$ cat config.mk
export PLATFORM = sky130hd
export DESIGN_NAME = bfeat_packer
export DESIGN_NICKNAME = d
export VERILOG_FILES = /design/src/rtl/bnn_pkg.sv /design/src/rtl/bfeat_packer.sv
export SDC_FILE = /design/constraint.sdc
export NUM_CORES = 1
export LEC_CHECK = 0
export ABC_AREA = 1
export BUFFER_PORTS_ARGS = -buffer_cell sky130_fd_sc_hd__buf_2
export CORE_MARGIN = 3
export CORE_UTILIZATION = 36
export CTS_CLUSTER_DIAMETER = 120
export DETAILED_ROUTE_END_ITERATION = 10
export GPL_TIMING_DRIVEN = 0
export PLACE_DENSITY_LB_ADDON = 0.08
export SYNTH_ARGS = -nofsm -noshare
export SYNTH_HDL_FRONTEND = slang
export SYNTH_SLANG_ARGS = --single-unit
$ cat constraint.sdc
create_clock -name clk_i -period 1.3 [get_ports clk_i]
set_clock_uncertainty 0.15 [all_clocks]
set_input_delay 0.195 -clock clk_i [delete_from_list [all_inputs] [get_ports clk_i]]
set_output_delay 0.195 -clock clk_i [all_outputs]
set_load 0.05 [all_outputs]
$ cat src/rtl/bnn_pkg.sv
// Shared types and helpers for the binary neural network datapath blocks.
package bnn_pkg;

    typedef enum logic [0:0] {
        FILL = 1'b0,
        HOLD = 1'b1
    } pack_state_t;

    function automatic int ceil_div(input int num, input int den);
        return (num + den - 1) / den;
    endfunction

endpackage

$ cat src/rtl/bfeat_packer.sv
// Packs an MSB-first stream of WORD_W-bit words into one ISIZE_FEAT-bit binary
// feature vector and holds it until the fully connected layer takes it.
module bfeat_packer
    import bnn_pkg::*;
#(
    parameter int ISIZE_FEAT = 16,
    parameter int WORD_W     = 4,
    localparam int NWORDS    = ceil_div(ISIZE_FEAT, WORD_W),
    localparam int CNT_W     = $clog2(NWORDS + 1)
) (
    input  logic                  clk_i,
    input  logic                  rst_ni,
    input  logic                  clear_i,
    input  logic [WORD_W-1:0]     word_i,
    input  logic                  word_valid_i,
    output logic                  word_ready_o,
    output logic [ISIZE_FEAT-1:0] feat_o,
    output logic                  feat_valid_o,
    input  logic                  feat_ready_i,
    output logic [CNT_W-1:0]      word_cnt_o
);

    pack_state_t           state;
    logic [CNT_W-1:0]      cnt;
    logic [ISIZE_FEAT-1:0] feat;
    logic [ISIZE_FEAT-1:0] bit_load;
    logic [ISIZE_FEAT-1:0] bit_src;
    logic [ISIZE_FEAT-1:0] feat_next;
    logic                  accept;
    logic                  last_word;

    assign word_ready_o = (state == FILL);
    assign feat_valid_o = (state == HOLD);
    assign feat_o       = feat;
    assign word_cnt_o   = cnt;

    assign accept    = word_valid_i && word_ready_o;
    assign last_word = (cnt == CNT_W'(NWORDS - 1));

    // Each output bit knows statically which word and which word bit feeds it;
    // low bits of a short final word simply have no destination.
    for (genvar i = 0; i < ISIZE_FEAT; i++) begin : g_bit
        localparam int POS  = ISIZE_FEAT - 1 - i;
        localparam int WIDX = POS / WORD_W;
        localparam int WBIT = WORD_W - 1 - (POS % WORD_W);
        assign bit_load[i] = accept && (cnt == CNT_W'(WIDX));
        assign bit_src[i]  = word_i[WBIT];
    end

    assign feat_next = (feat & ~bit_load) | (bit_src & bit_load);

    // Clear outranks both a word accept and an output handshake.
    always_ff @(posedge clk_i or negedge rst_ni) begin
        if (!rst_ni) begin
            state <= FILL;
            cnt   <= '0;
            feat  <= '0;
        end else if (clear_i) begin
            state <= FILL;
            cnt   <= '0;
            feat  <= '0;
        end else begin
            case (state)
                FILL: begin
                    if (accept) begin
                        feat <= feat_next;
                        cnt  <= cnt + CNT_W'(1);
                        if (last_word) begin
                            state <= HOLD;
                        end
                    end
                end
                HOLD: begin
                    if (feat_ready_i) begin
                        state <= FILL;
                        cnt   <= '0;
                    end
                end
                default: begin
                    state <= FILL;
                    cnt   <= '0;
                end
            endcase
        end
    end

endmodule

==> impl_results.md <==
- Post-synth top area share: 0.498
- Final slew viol count: 0
- Fin crit period: 1.40 ns
- Port bufs: 29
- Hold Vio Cnt, Final: 0
- Syn. warnings: 0
- Crit path DAT: between 1 and 1.5 ns
- Drt pass-1 iters: 4
- FF-to-FF Start: word_cnt_o[1]$_DFFE_PN0P_
- Least-Margin Pin Slew: around 0.46 ns
- Final Total Pwr: ~1.5 mW
- Maxcap violations: 0
- Effective utilization at floorplan: 0.391
- Worst reg-to-reg setup slack: -0.10 ns
- # diodes: 0
- Crit. Startpoint: word_cnt_o[1]$_DFFE_PN0P_
- Hold_ws: approximately 0.016 ns
- Cell mode on critical path: inv_4
- Reg-to-reg critical path endpoint: feat_o[8]$_DFFE_PN0P_
- Post-route antenna net violation count: 0
- Area grow syn2layout: 56.2%
- Clk pwr share: 0.213
- Sw Share: 0.362
- Critical Path Sink: feat_o[8]$_DFFE_PN0P_
- Setup WS post-layout: -0.105 ns
- Crit Path Max Fanout: 8
- Sequential area share after synthesis: 0.498
- Internal power: approximately 940 µW
- NetSw: between 500 and 600 µW
- Ranking of synthesized cells by area: dfrtp_1 (50%), nand2_1 (14%), nor2_1 (13%)
- Wire length per cell: between 10 and 15 µm
- H-tree levels: 1
- Worst endpoint required time: ~1.4 ns
- R2R depth: 8
- Worst skew pair latency: approximately 0.3 ns
- GRT Residual Overflow: 0
- I/O Pins: 30
- RSZ-0062 raised after global routing: yes
- First-pass GRT wire length: about 4 mm
- Clock sinks: 20
- Mean post-synth cell area: 7.44 µm²
- Rows: 18
- Synth area leader: dfrtp_1
- Share of layout cells above drive strength 1: 0.444
- Clk buf depth: 2
- Register clock-pin slew on the reported worst setup and hold paths: around 0.12 ns
- Setup TNS: -1.04 ns
- Seq pwr share: 0.467
- DRC: 0
- Die height: about 59 µm
- GPL Wtd Cong: about 0.76
- Total GRT Usage: 0.149
- Fmax: just over 0.7 GHz
- Worst slew margin: 0.692
- Comb pwr share: 0.320
- Nets: 195
- Failing checks: setup timing
- Pwr/cell area: between 900 and 1000 nW/µm²
- Status: complete, but fails checks
- Synthesized flop and latch total: 20
- Worst Setup End Kind: register
- LEAKAGE: 0.834 nW
- Startpoint Class: register
- Die extent in x: just under 60 µm
- Worst path max stage delay: between 0.4 and 0.5 ns
- Die ar.: around 3500 µm²
- Hold crit path type: input pin to register
- Via Count: about 930
- Number of global-route vias before repair: 830
- Worst setup path class: register to register
- Final wirelength: ~2.5 mm
- CTS tree: yes
- Tcrit/Tclk final: 1.08
- Crit path cell chain: inv_4 -> ha_4 -> inv_4 -> nor2_4 -> nand2_4 -> nand2_2 -> nand2_1 -> nor2_1
- Worst ir drop on vdd: 0.538 mV
- Final setup vio count: 22
- 1st-iter DRT viols: 16
- Cells after synthesis: around 140
- Largest net degree at the start of global routing: 21
- Core footprint: between 2000 and 3000 µm²
- Detailed Place HPWL: about 1.7 mm
- Initial antenna violation count: 0
- Post-Syn Area: 1000 µm²
- Yosys cell types: 15
- Syn nets: between 100 and 150
- Total CTS buffers: 3
- Slowest cell on crit path: dfrtp_2
- Vias per cell: between 4 and 5
- Clock root cell: clkbuf_4
## flip-flops by register name, indices dropped and copies added, names as in the netlist
| name | flops |
|---|---|
| feat_o | 16 |
| word_cnt_o | 3 |
| feat_valid_o | 1 |
## cell usage in the layout (no fill, tap or decap), types with 2 or more instances in the layout
cell            n
ha_4            5
dlygate4sd3_1   2
dfrtp_1        16
inv_2           2
dfrtp_2         4
o21ai_1         3
buf_4          15
nand2_4         3
nand2_1        26
clkbuf_4       11
nor2_4          4
nand2_2         9
nor2_1         28
buf_6           5
nor2_2          4
inv_1          18
buf_2          10
inv_4           4
nand4_1         2
## synthesized netlist by cell type, drive strengths merged
cell	count
nand2	39
nor2	36
inv	24
dfrtp	20
ha	5
o21ai	3
nand4	2
a21oi	1
buf	1
clkinv	1
nand3	1
nor3	1
or2	1
## routing by layer
metal	vias up	part of all wire	track usage
met2	18	0.52	0.232
li1	484	-	-
met4	0	0.0047	0.0485
met1	429	0.44	0.210
met5	-	0	0
met3	2	0.036	0.0241
## worst min-delay path by stage
| stage | end | startpoint | slack (ns) | depth (start not counted) |
|---|---|---|---|---|
| global placement | feat_o[12]$_DFFE_PN0P_ | rst_ni | 0.03 | 1 |
| CTS | feat_valid_o$_DFF_PN0_ | feat_ready_i | 0.01 | 3 |
| detailed placement | feat_o[12]$_DFFE_PN0P_ | rst_ni | 0.03 | 1 |
| finish | feat_valid_o$_DFF_PN0_ | feat_ready_i | 0.02 | 3 |
| floorplan | feat_o[0]$_DFFE_PN0P_ | rst_ni | -0.25 | 0 |
| global route | feat_valid_o$_DFF_PN0_ | feat_ready_i | 0.02 | 3 |
## logic make-up after synthesis
family | after synthesis | share of synthesized area
flops | 20 | 0.498
fa+ha+maj | 5 | 0.0623
compound gates | 4 | 0.0199
simple gates | 80 | 0.319
buf+inv | 26 | 0.101
## metrics by stage
| stage | instance area, µm² | utilization | worst slack (ns) | instances |
|---|---|---|---|---|
| final | 1570 | 0.611 | -0.105 | 210 |
| after global routing | 1570 | 0.611 | -0.220 | 210 |
| after CTS | 1380 | 0.536 | -0.113 | 203 |
| after detailed placement | 1260 | 0.493 | -0.149 | 194 |
| after global placement | 1260 | 0.493 | -0.136 | 194 |
| after floorplan | 1080 | - | -0.204 | 135 |
## power by group through the flow
stage	Sequential [mW]	Clock (mW)	Combinational, mW
floorplan	0.832	0	0.134
global route	0.695	0.355	0.514
global placement	0.699	0	0.363
CTS	0.689	0.323	0.395
finish	0.690	0.314	0.473
detailed placement	0.701	0	0.367
## area by class of cell
type	instances	area, µm²
clock buffers	4	26.3
repair buffers	41	327
fillers	236	998
inverters	25	104
well taps	30	37.5
flip-flops and latches	20	505
multi-input cells	89	562
plain buffers	1	7.51
## timing repair
item | in CTS | in global routing
buffers inserted | 3 | 7
hold buffers | 2 | 0
endpoints found under the hold margin | 21 | 0
pin swaps | 8 | 16
endpoints found under the setup margin | 23 | 36
gates resized for setup | 14 | 49
## worst max-delay path: cells and delay by family (launching register included)
family        cells  cell delay [ns]
simple gates      5             0.42
buf+inv           2             0.13
flops             1             0.48
fa+ha+maj         1             0.14
No activity file was read; power rests on OpenSTA's default activity.
